## config.mk

```make
export PLATFORM = sky130hd
export DESIGN_NAME = preset_wave_ctrl
export DESIGN_NICKNAME = d
export VERILOG_FILES = /design/src/rtl/tx_ctrl_pkg.sv /design/src/rtl/key_debounce.sv /design/src/rtl/preset_wave_ctrl.sv
export SDC_FILE = /design/constraint.sdc
export NUM_CORES = 1
export LEC_CHECK = 0
export BUFFER_PORTS_ARGS = -buffer_cell sky130_fd_sc_hd__buf_4
export CAP_MARGIN = 20
export CELL_PAD_IN_SITES_DETAIL_PLACEMENT = 1
export CELL_PAD_IN_SITES_GLOBAL_PLACEMENT = 2
export CORE_MARGIN = 3
export CORE_UTILIZATION = 36
export CTS_CLUSTER_DIAMETER = 80
export CTS_CLUSTER_SIZE = 30
export DETAILED_ROUTE_END_ITERATION = 12
export PLACE_DENSITY_LB_ADDON = 0.1
export SLEW_MARGIN = 20
export SYNTH_ARGS = -nofsm -noshare
export SYNTH_HDL_FRONTEND = slang
export SYNTH_SLANG_ARGS = --single-unit
```

## constraint.sdc

```tcl
create_clock -name clk -period 6.74 [get_ports clk]
set_clock_uncertainty 0.2 [all_clocks]
set_input_delay 1.685 -clock clk [delete_from_list [all_inputs] [get_ports clk]]
set_output_delay 1.685 -clock clk [all_outputs]
set_load 0.02 [all_outputs]
```

## src/rtl/tx_ctrl_pkg.sv

```systemverilog
// Shared definitions for the TX control path: preset FSM states and default timing constants.
package tx_ctrl_pkg;

    typedef enum logic [1:0] {
        ST_FIXED = 2'd0,
        ST_TRACK = 2'd1,
        ST_SWEEP = 2'd2
    } state_t;

    localparam int DEF_BASE_FREQ = 34300;
    localparam int DEF_DB_CYCLES = 1000000;

endpackage

```

## src/rtl/key_debounce.sv

```systemverilog
// Push-button conditioner: 2-FF synchroniser, stable-level counter, one-cycle pulse on accepted press.
module key_debounce
    import tx_ctrl_pkg::*;
#(
    parameter int DB_CYCLES = DEF_DB_CYCLES
) (
    input  logic clk,
    input  logic rst,
    input  logic kin_n,
    output logic level,
    output logic press
);

    localparam int CW = $clog2(DB_CYCLES + 1);

    logic [1:0]    sync_q;
    logic [CW-1:0] cnt_q, cnt_d;
    logic          level_q, level_d;
    logic          press_q, press_d;

    // The counter only runs while the synchronised input disagrees with the accepted level.
    always_comb begin
        cnt_d   = cnt_q;
        level_d = level_q;
        press_d = 1'b0;
        if (sync_q[1] == level_q) begin
            cnt_d = '0;
        end else if (cnt_q == CW'(DB_CYCLES - 1)) begin
            cnt_d   = '0;
            level_d = sync_q[1];
            press_d = ~sync_q[1];
        end else begin
            cnt_d = cnt_q + 1'b1;
        end
    end

    always_ff @(posedge clk or posedge rst) begin
        if (rst) begin
            sync_q  <= 2'b11;
            cnt_q   <= '0;
            level_q <= 1'b1;
            press_q <= 1'b0;
        end else begin
            sync_q  <= {sync_q[0], kin_n};
            cnt_q   <= cnt_d;
            level_q <= level_d;
            press_q <= press_d;
        end
    end

    assign level = level_q;
    assign press = press_q;

endmodule

```

## src/rtl/preset_wave_ctrl.sv

```systemverilog
// Front-panel preset controller: key-driven preset table with SPI-tracking slot, linear sweep and
// waveform override, producing the DDS frequency word and one-hot-low wave select.
module preset_wave_ctrl
    import tx_ctrl_pkg::*;
#(
    parameter int NUM_PRESET  = 4,
    parameter int FW          = 32,
    parameter int NUM_WAVE    = 3,
    parameter int BASE_FREQ   = DEF_BASE_FREQ,
    parameter int DB_CYCLES   = DEF_DB_CYCLES,
    parameter int SWEEP_DWELL = 50000,
    localparam int WW         = $clog2(NUM_WAVE),
    localparam int PW         = $clog2(NUM_PRESET)
) (
    input  logic                clk,
    input  logic                rst,
    input  logic                key_mode_n,
    input  logic                key_wave_n,
    input  logic [FW-1:0]       spi_fre,
    input  logic [WW-1:0]       spi_wave,
    input  logic                sweep_en,
    input  logic [FW-1:0]       sweep_stop,
    input  logic [FW-1:0]       sweep_step,
    output logic [FW-1:0]       fre_k,
    output logic [NUM_WAVE-1:0] sel_wave,
    output logic [PW-1:0]       preset_idx,
    output logic                sweeping,
    output logic                fre_valid
);

    localparam int LAST = NUM_PRESET - 1;
    localparam int DW   = (SWEEP_DWELL > 1) ? $clog2(SWEEP_DWELL) : 1;

    function automatic logic [FW-1:0] fixed_freq(input logic [PW-1:0] idx);
        logic [63:0] p;
        p = 64'(BASE_FREQ) * (64'(idx) + 64'd3);
        return p[FW-1:0];
    endfunction

    function automatic logic [WW-1:0] ofs_inc(input logic [WW-1:0] ofs);
        return WW'((int'(ofs) + 1) % NUM_WAVE);
    endfunction

    logic mode_press, wave_press;
    logic mode_level, wave_level;
    logic unused_levels;

    key_debounce #(.DB_CYCLES(DB_CYCLES)) u_db_mode (
        .clk   (clk),
        .rst   (rst),
        .kin_n (key_mode_n),
        .level (mode_level),
        .press (mode_press)
    );

    key_debounce #(.DB_CYCLES(DB_CYCLES)) u_db_wave (
        .clk   (clk),
        .rst   (rst),
        .kin_n (key_wave_n),
        .level (wave_level),
        .press (wave_press)
    );

    assign unused_levels = mode_level ^ wave_level;

    logic [PW-1:0]       idx_q, idx_d;
    logic [WW-1:0]       ofs_q, ofs_d;
    state_t              state_q, state_d;
    logic [FW-1:0]       acc_q, acc_d;
    logic [DW-1:0]       dwell_q, dwell_d;
    logic [FW-1:0]       fre_q, fre_d;
    logic [NUM_WAVE-1:0] sel_q, sel_d;
    logic                valid_q, valid_d;
    logic [FW:0]         next_sum;
    int                  base_w, eff_w;

    // Key handling: a mode press restarts the override, a coincident wave press then counts once.
    always_comb begin
        idx_d = idx_q;
        ofs_d = ofs_q;
        if (mode_press) begin
            idx_d = (idx_q == PW'(LAST)) ? '0 : idx_q + 1'b1;
            ofs_d = wave_press ? ofs_inc('0) : '0;
        end else if (wave_press) begin
            ofs_d = ofs_inc(ofs_q);
        end
    end

    always_comb begin
        state_d = ST_FIXED;
        if (idx_q == PW'(LAST)) begin
            state_d = sweep_en ? ST_SWEEP : ST_TRACK;
        end
    end

    // Sweep accumulator; the entry cycle reloads the start so an aborted sweep never resumes.
    always_comb begin
        acc_d    = acc_q;
        dwell_d  = dwell_q;
        next_sum = {1'b0, acc_q} + {1'b0, sweep_step};
        if (state_d == ST_SWEEP) begin
            if (state_q != ST_SWEEP) begin
                acc_d   = spi_fre;
                dwell_d = '0;
            end else if (dwell_q == DW'(SWEEP_DWELL - 1)) begin
                dwell_d = '0;
                if (sweep_step == '0 || spi_fre > sweep_stop ||
                    next_sum[FW] || next_sum[FW-1:0] > sweep_stop) begin
                    acc_d = spi_fre;
                end else begin
                    acc_d = next_sum[FW-1:0];
                end
            end else begin
                dwell_d = dwell_q + 1'b1;
            end
        end
    end

    always_comb begin
        fre_d  = fixed_freq(idx_q);
        base_w = int'(idx_q) % NUM_WAVE;
        case (state_d)
            ST_TRACK: fre_d = spi_fre;
            ST_SWEEP: fre_d = acc_d;
            default:  fre_d = fixed_freq(idx_q);
        endcase
        if (state_d != ST_FIXED) begin
            base_w = (int'(spi_wave) >= NUM_WAVE) ? 0 : int'(spi_wave);
        end
        eff_w = (base_w + int'(ofs_q)) % NUM_WAVE;
        sel_d = '1;
        for (int k = 0; k < NUM_WAVE; k++) begin
            sel_d[k] = (k != eff_w);
        end
        valid_d = (fre_d != fre_q) || (sel_d != sel_q);
    end

    always_ff @(posedge clk or posedge rst) begin
        if (rst) begin
            idx_q   <= '0;
            ofs_q   <= '0;
            state_q <= ST_FIXED;
            acc_q   <= '0;
            dwell_q <= '0;
            fre_q   <= fixed_freq('0);
            sel_q   <= {{(NUM_WAVE-1){1'b1}}, 1'b0};
            valid_q <= 1'b0;
        end else begin
            idx_q   <= idx_d;
            ofs_q   <= ofs_d;
            state_q <= state_d;
            acc_q   <= acc_d;
            dwell_q <= dwell_d;
            fre_q   <= fre_d;
            sel_q   <= sel_d;
            valid_q <= valid_d;
        end
    end

    assign fre_k      = fre_q;
    assign sel_wave   = sel_q;
    assign preset_idx = idx_q;
    assign sweeping   = (state_q == ST_SWEEP);
    assign fre_valid  = valid_q;

endmodule

```

# Word level (Yosys, flattened, before mapping)
# Cells that the tools add are included.
[word_totals] output_inout_bits=39 register_bits=138
[op_classes] addsub=8 n_reduce_logical=10 magnitude_cmp=3 bitwise=4 eq_ne=14 multipliers=1 n_mux=23 div_mod_pow=3
[ops] cell="$mux 32" n=5
[ops] cell="$mux 20" n=4
[ops] cell="$gt 32x32->1" n=2
[ops] cell="$mod 32x3->32 const B" n=2
[ops] cell="$pmux 32 s2" n=1
[ops] cell="$add 20x1->20 const B" n=2
[ops] cell="$eq 20x20->1 const B" n=2
[ops] cell="$add 32x32->33" n=1
[ops] cell="$add 32x3->32" n=1
[ops] cell="$logic_not 32->1" n=1
[ops] cell="$mod 3x3->32 const B" n=1
[ops] cell="$mux 16" n=2
[ops] cell="$ne 2x32->1 const A" n=1
[ops] cell="$ne 3x32->1 const A" n=1
[ops] cell="$ne 32x32->1" n=1
[ops] cell="$reduce_bool 32->1" n=1
[ops] cell="$mul 14x3->17 const A" n=1
[ops] cell="$add 16x1->16 const B" n=1
[ops] cell="$eq 16x16->1 const B" n=1
[ops] cell="$mux 2" n=6
[ops] cell="$eq 2x2->1 const B" n=3
[ops] cell="$mux 1" n=5
[ops] cell="$logic_or 1x1->1" n=4
[ops] cell="$not 1->1" n=4
[ops] cell="other kinds (10)" n=13

# Depth between registers and ports, before layout
[depth] depth_word=11 ltp_mapped=27 mapped_depth_nobuf=23

# Cells and area by module
# Synthesis repeated with hierarchy kept, for this count alone.
[unflattened] hier_cells=1556 hier_area_um2=12612.1
[modules_own_cells] mod="preset_wave_ctrl" area_per_inst_um2=10227.3 instances=1 cells_each=1340
[modules_own_cells] mod="key_debounce" area_per_inst_um2=1192.4 instances=2 cells_each=108

# Worst setup path before layout
# No wires, ideal clock.
[synth_path] path_kind="input-to-reg" from="in sweep_step[6]" to="reg valid_q (netlist: fre_valid)" path_buffers=2 stages=23 slack_ps=-300 t_arrival_ps=6695 required_ps=6395 path_cell_list="ha_1 clkbuf_1 a21oi_1 o211ai_1 a32oi_1 o31ai_1 a31oi_1 nor2b_1 o311ai_0 ha_1 nand4_2 nor4_1 and2_1 a21oi_1 or2_1 nor3_2 buf_6 mux2_2 o21ai_0 nand4_1 or4b_1 a2111oi_2 nand4_1"
[synth_via] elab_chain_len=11 word_cells_on_any_way=13 classes_between="add/sub (1); order compare (1); eq/ne (1); mux (5); reduce/logical (5)"
[synth_lines] element="start, declared" line_no="preset_wave_ctrl.sv:23" source="input logic [FW-1:0] sweep_step,"
[synth_lines] element="parallel branches: the longest is 4 deep, another holds $add 32x32->33"
[synth_lines] element="$mux 32 *" line_no="preset_wave_ctrl.sv:107" source="if (sweep_step == '0 || spi_fre > sweep_stop ||"
[synth_lines] element="$mux 32 *" line_no="preset_wave_ctrl.sv:105" source="end else if (dwell_q == DW'(SWEEP_DWELL - 1)) begin"
[synth_lines] element="$mux 32 *" line_no="preset_wave_ctrl.sv:102" source="if (state_q != ST_SWEEP) begin"
[synth_lines] element="$mux 32 *" line_no="preset_wave_ctrl.sv:101" source="if (state_d == ST_SWEEP) begin"
[synth_lines] element="$pmux 32 s2 *" line_no="preset_wave_ctrl.sv:122" source="case (state_d)"
[synth_lines] element="$ne 32x32->1 *" line_no="preset_wave_ctrl.sv:135" source="valid_d = (fre_d != fre_q) || (sel_d != sel_q);"
[synth_lines] element="$logic_or 1x1->1 *" line_no="preset_wave_ctrl.sv:135"
[synth_lines] element="named net valid_d" line_no="preset_wave_ctrl.sv:73" source="logic valid_q, valid_d;"
[synth_lines] element="end signal, assigned" line_no="preset_wave_ctrl.sv:156" source="valid_q <= valid_d;"
[synth_lines] element="end, declared" line_no="preset_wave_ctrl.sv:73"
# Mark *: on every way through the listed nets, which the timed path passes.
# A chain may end at the register's enable or synchronous reset.

# Worst setup path in the final report
[layout_path] from="in sweep_step[4]" to="reg valid_q (netlist: fre_valid)"
# The elaborated chain is that of the path after synthesis.

==> out/qor.txt <==
Status -> finished, violations left
Failing checks -> negative setup slack
Worst reg2reg path depth -> 24
Final Slew Violations -> 0
Final worst slack -> -0.162 ns
Yosys cell types -> 103
# IOs -> 142
Die Y -> 192 um
Pleak -> 7.89 nW
GRT overflow -> 0
Commonest non-fill, non-tap cell in the layout -> buf_4
WS Path Type -> input port to flop
Largest net degree at the start of global routing -> 95
Root buf cell -> clkbuf_16
Port bufs -> 141
Int Power -> 1.64 mW
Highest-count cells in the layout ignoring fill and taps -> buf_4 (411), nand2_1 (160), nor2_1 (155)
Initial antenna violation count -> 0
Layout cells sized above 1 -> 30.0%
R2R setup slack -> 0.59 ns
Hold Worst Slack -> 0.152 ns
Synthesized flop and latch total -> 138
Worst reg2reg startpoint -> acc_q[0]$_DFF_PP0_
Gate Count Post-Synth -> 1,545
Final hold vios -> 0
Clock group share of total power -> 41.5%
Hold WC Path Type -> flop to flop
Sequential Power Share -> 35.6%
TritonRoute pass-1 iters -> 7
WL per Instance -> 26.1 um
Placement row count -> 67
CTS tree -> done
Dpl hpwl -> 48,900 um
1st-iter DRT viols -> 1,394
Post-synth EDFFs -> 0
Critical path startpoint category -> input port
DRC violations left -> 0
Worst-margin pin slew -> 0.888 ns
Total power draw -> 2.36 mW
Sequential share of the synthesized area -> 28.0%
Die area -> 36,800 sq um
Routed WL -> 62,600 um
Final setup fails -> 1
GRT Util Overall -> 33.8%
Comb power frac -> 22.8%
Width of the chip -> 192 um
Vias in the first global route -> 14,800
Routed Antenna Nets -> 0
Avg Inst Size Synth -> 8.04 sq um
Diodes inserted -> 0
Net Sw Frac -> 30.7%
Initial Util -> 36.8%
Num Clock Sinks -> 138
Share of flip-flops with an asynchronous set or reset -> 100%
Post-CTS Hold Buffers -> 0
P&R area growth vs syn -> 38.4%
CP arrival -> 7.00 ns
Relative slew margins -> 40.8%
R2r endpoint -> fre_valid$_DFF_PP0_
Hold EP -> u_db_mode.sync_q[1]$_DFF_PP1_
CTS Buf Count -> 17
Deepest level of the CTS H-tree -> 4
Post-Synthesis Cell Area -> 12,400 sq um
Worst EP required -> 6.84 ns
Synth Warn # -> 0
Final net count -> 2,155
Worst-Skew Late Latency -> 0.44 ns
Min-delay src -> u_db_mode.sync_q[0]$_DFF_PP1_
Tcrit/Tclk final -> 102%
Power Dens Cells -> 137 nW/um^2
Routability congestion estimate -> 1.01
Post-Syn Nets -> 1,762
Tmin final -> 6.90 ns
Fmax -> 0.145 GHz
Placed insts -> 2,332
Clock Tree Buf Depth -> 2
Via Count -> 14,300
First-pass GRT wire length -> 92,700 um
Hold Crit Depth -> 0
Clock transition at path regs -> 0.07 ns
DR vias/cell -> 5.97
Total core area -> 33,800 sq um
Net Switching -> 0.724 mW
RSZ-0062 raised after global routing -> yes
Dpl ws -> -0.898 ns
Non-Filler Instances -> 2,399
Crit end category -> flop
Critical path fanouts, max -> 8
Max Cap Violations -> 0
VDD IR max -> 0.179 mV
Top_reg_cell synth -> dfrtp_1
## power groups by stage
stage                     Clock, mW  Combinational (mW)  Sequential, mW
after detailed placement          0               0.455           0.855
after floorplan                   0               0.211           0.855
after global placement            0               0.444           0.856
after CTS                     0.994               0.502           0.840
after global routing           1.02               0.576           0.841
final                         0.980               0.539           0.841
## kinds of logic after synthesis
family,count (synthesis),synth area share [%]
simple gates,569,22.6
fa+ha+maj,114,11.7
mux,25,2.07
flops,138,28.0
xor+xnor,80,5.64
buf+inv,153,4.95
compound gates,465,25.0
other cells,1,0.0302
## final cells by class
cell class	instances	area (sq um)
clock buffers	17	425
repair buffers	426	3290
multi-input cells	1254	8890
fillers	4107	16600
well taps	448	561
inverters	101	384
clock inverters	15	163
flip-flops and latches	138	3470
## flip-flops by register name (all words and copies together) (netlist names)
| signal | cells |
|---|---|
| ofs_q | 2 |
| u_db_wave.press | 1 |
| u_db_mode.sync_q | 2 |
| fre_valid | 1 |
| u_db_mode.press | 1 |
| u_db_wave.cnt_q | 20 |
| u_db_mode.level | 1 |
| dwell_q | 16 |
| u_db_wave.level | 1 |
| state_q | 2 |
| u_db_wave.sync_q | 2 |
| acc_q | 32 |
| sel_wave | 3 |
| preset_idx | 2 |
| u_db_mode.cnt_q | 20 |
| fre_k | 32 |
## what timing repair did
action	in CTS	in global routing
endpoints found under the hold margin	0	0
setup buffers	29	9
setup endpoints to repair	1	2
pin swaps	46	34
resized for setup	60	39
## cells in the mapped netlist (7+ instances only)
master	instances	area, sq um
o21ai_0	90	450
nor3_1	34	170
o21bai_1	7	52.6
nand3_1	37	185
o31ai_1	7	52.6
xnor2_1	33	289
dfstp_2	17	447
a31oi_1	18	113
a32oi_1	8	70.1
nor2b_1	10	62.6
nor4_1	21	131
or3_1	11	68.8
inv_1	98	368
a21o_1	9	67.6
xor2_1	47	412
a211oi_1	9	67.6
nand3b_1	8	60.1
nand2_1	161	604
a221oi_1	7	61.3
mux2i_1	20	200
o22ai_1	43	269
clkbuf_1	35	131
dfrtp_1	121	3030
a21oi_1	145	726
nor2_1	157	589
ha_1	110	1380
o221ai_1	10	87.6
nand4_1	41	257
o21a_1	12	90.1
nand2b_1	20	125
a211o_1	8	70.1
o211ai_1	9	67.6
and3_1	19	119
buf_1	10	37.5
## worst max path at each step
stage                  start             endpoint  slack (ns)  cells after the start
6_report       sweep_step[4]  fre_valid$_DFF_PP0_       -0.16                     27
5_1_grt        sweep_step[4]  fre_valid$_DFF_PP0_       -0.35                     27
4_1_cts        sweep_step[8]  fre_valid$_DFF_PP0_      -0.004                     26
3_5_place_dp   sweep_step[0]  fre_valid$_DFF_PP0_       -0.90                     25
3_3_place_gp   sweep_step[0]  fre_valid$_DFF_PP0_       -0.69                     25
2_1_floorplan  sweep_step[0]  fre_valid$_DFF_PP0_        0.02                     24
## routing by layer
metal	GRT usage (%)	part of all wire [%]
met5	0.549	0
met3	5.71	7.0
met1	46.1	44
met2	53.7	45
met4	12.1	4.1
## per-stage QoR
| step | utilization (%) | area, sq um | TNS, ns |
|---|---|---|---|
| after floorplan | - | 12500 | 0 |
| after global placement | 46.6 | 15800 | -1.01 |
| after detailed placement | 46.6 | 15800 | -2.62 |
| after CTS | 50.1 | 16900 | -0.00367 |
| after global routing | 50.9 | 17200 | -0.351 |
| final | 50.9 | 17200 | -0.162 |
## worst max-delay path, stage by stage
cell and delay, ns:
buf_4 0.12, ha_4 0.28, o211ai_1 0.12, o211ai_1 0.28, a32oi_1 0.14, buf_4 0.16
o31ai_4 0.32, buf_4 0.18, a31oi_4 0.10, buf_6 0.14, xnor2_4 0.13, ha_4 0.28
nand4_1 0.22, nor4_4 0.30, nand2b_1 0.12, a31oi_2 0.21, or2_4 0.18, nor3_4 0.05
buf_6 0.15, buf_12 0.14, buf_8 0.12, a211o_1 0.32, a32oi_2 0.21, nand4_1 0.15
or4b_4 0.53, a2111oi_4 0.21, nand4_1 0.13
(Power assumes the default switching activity.)
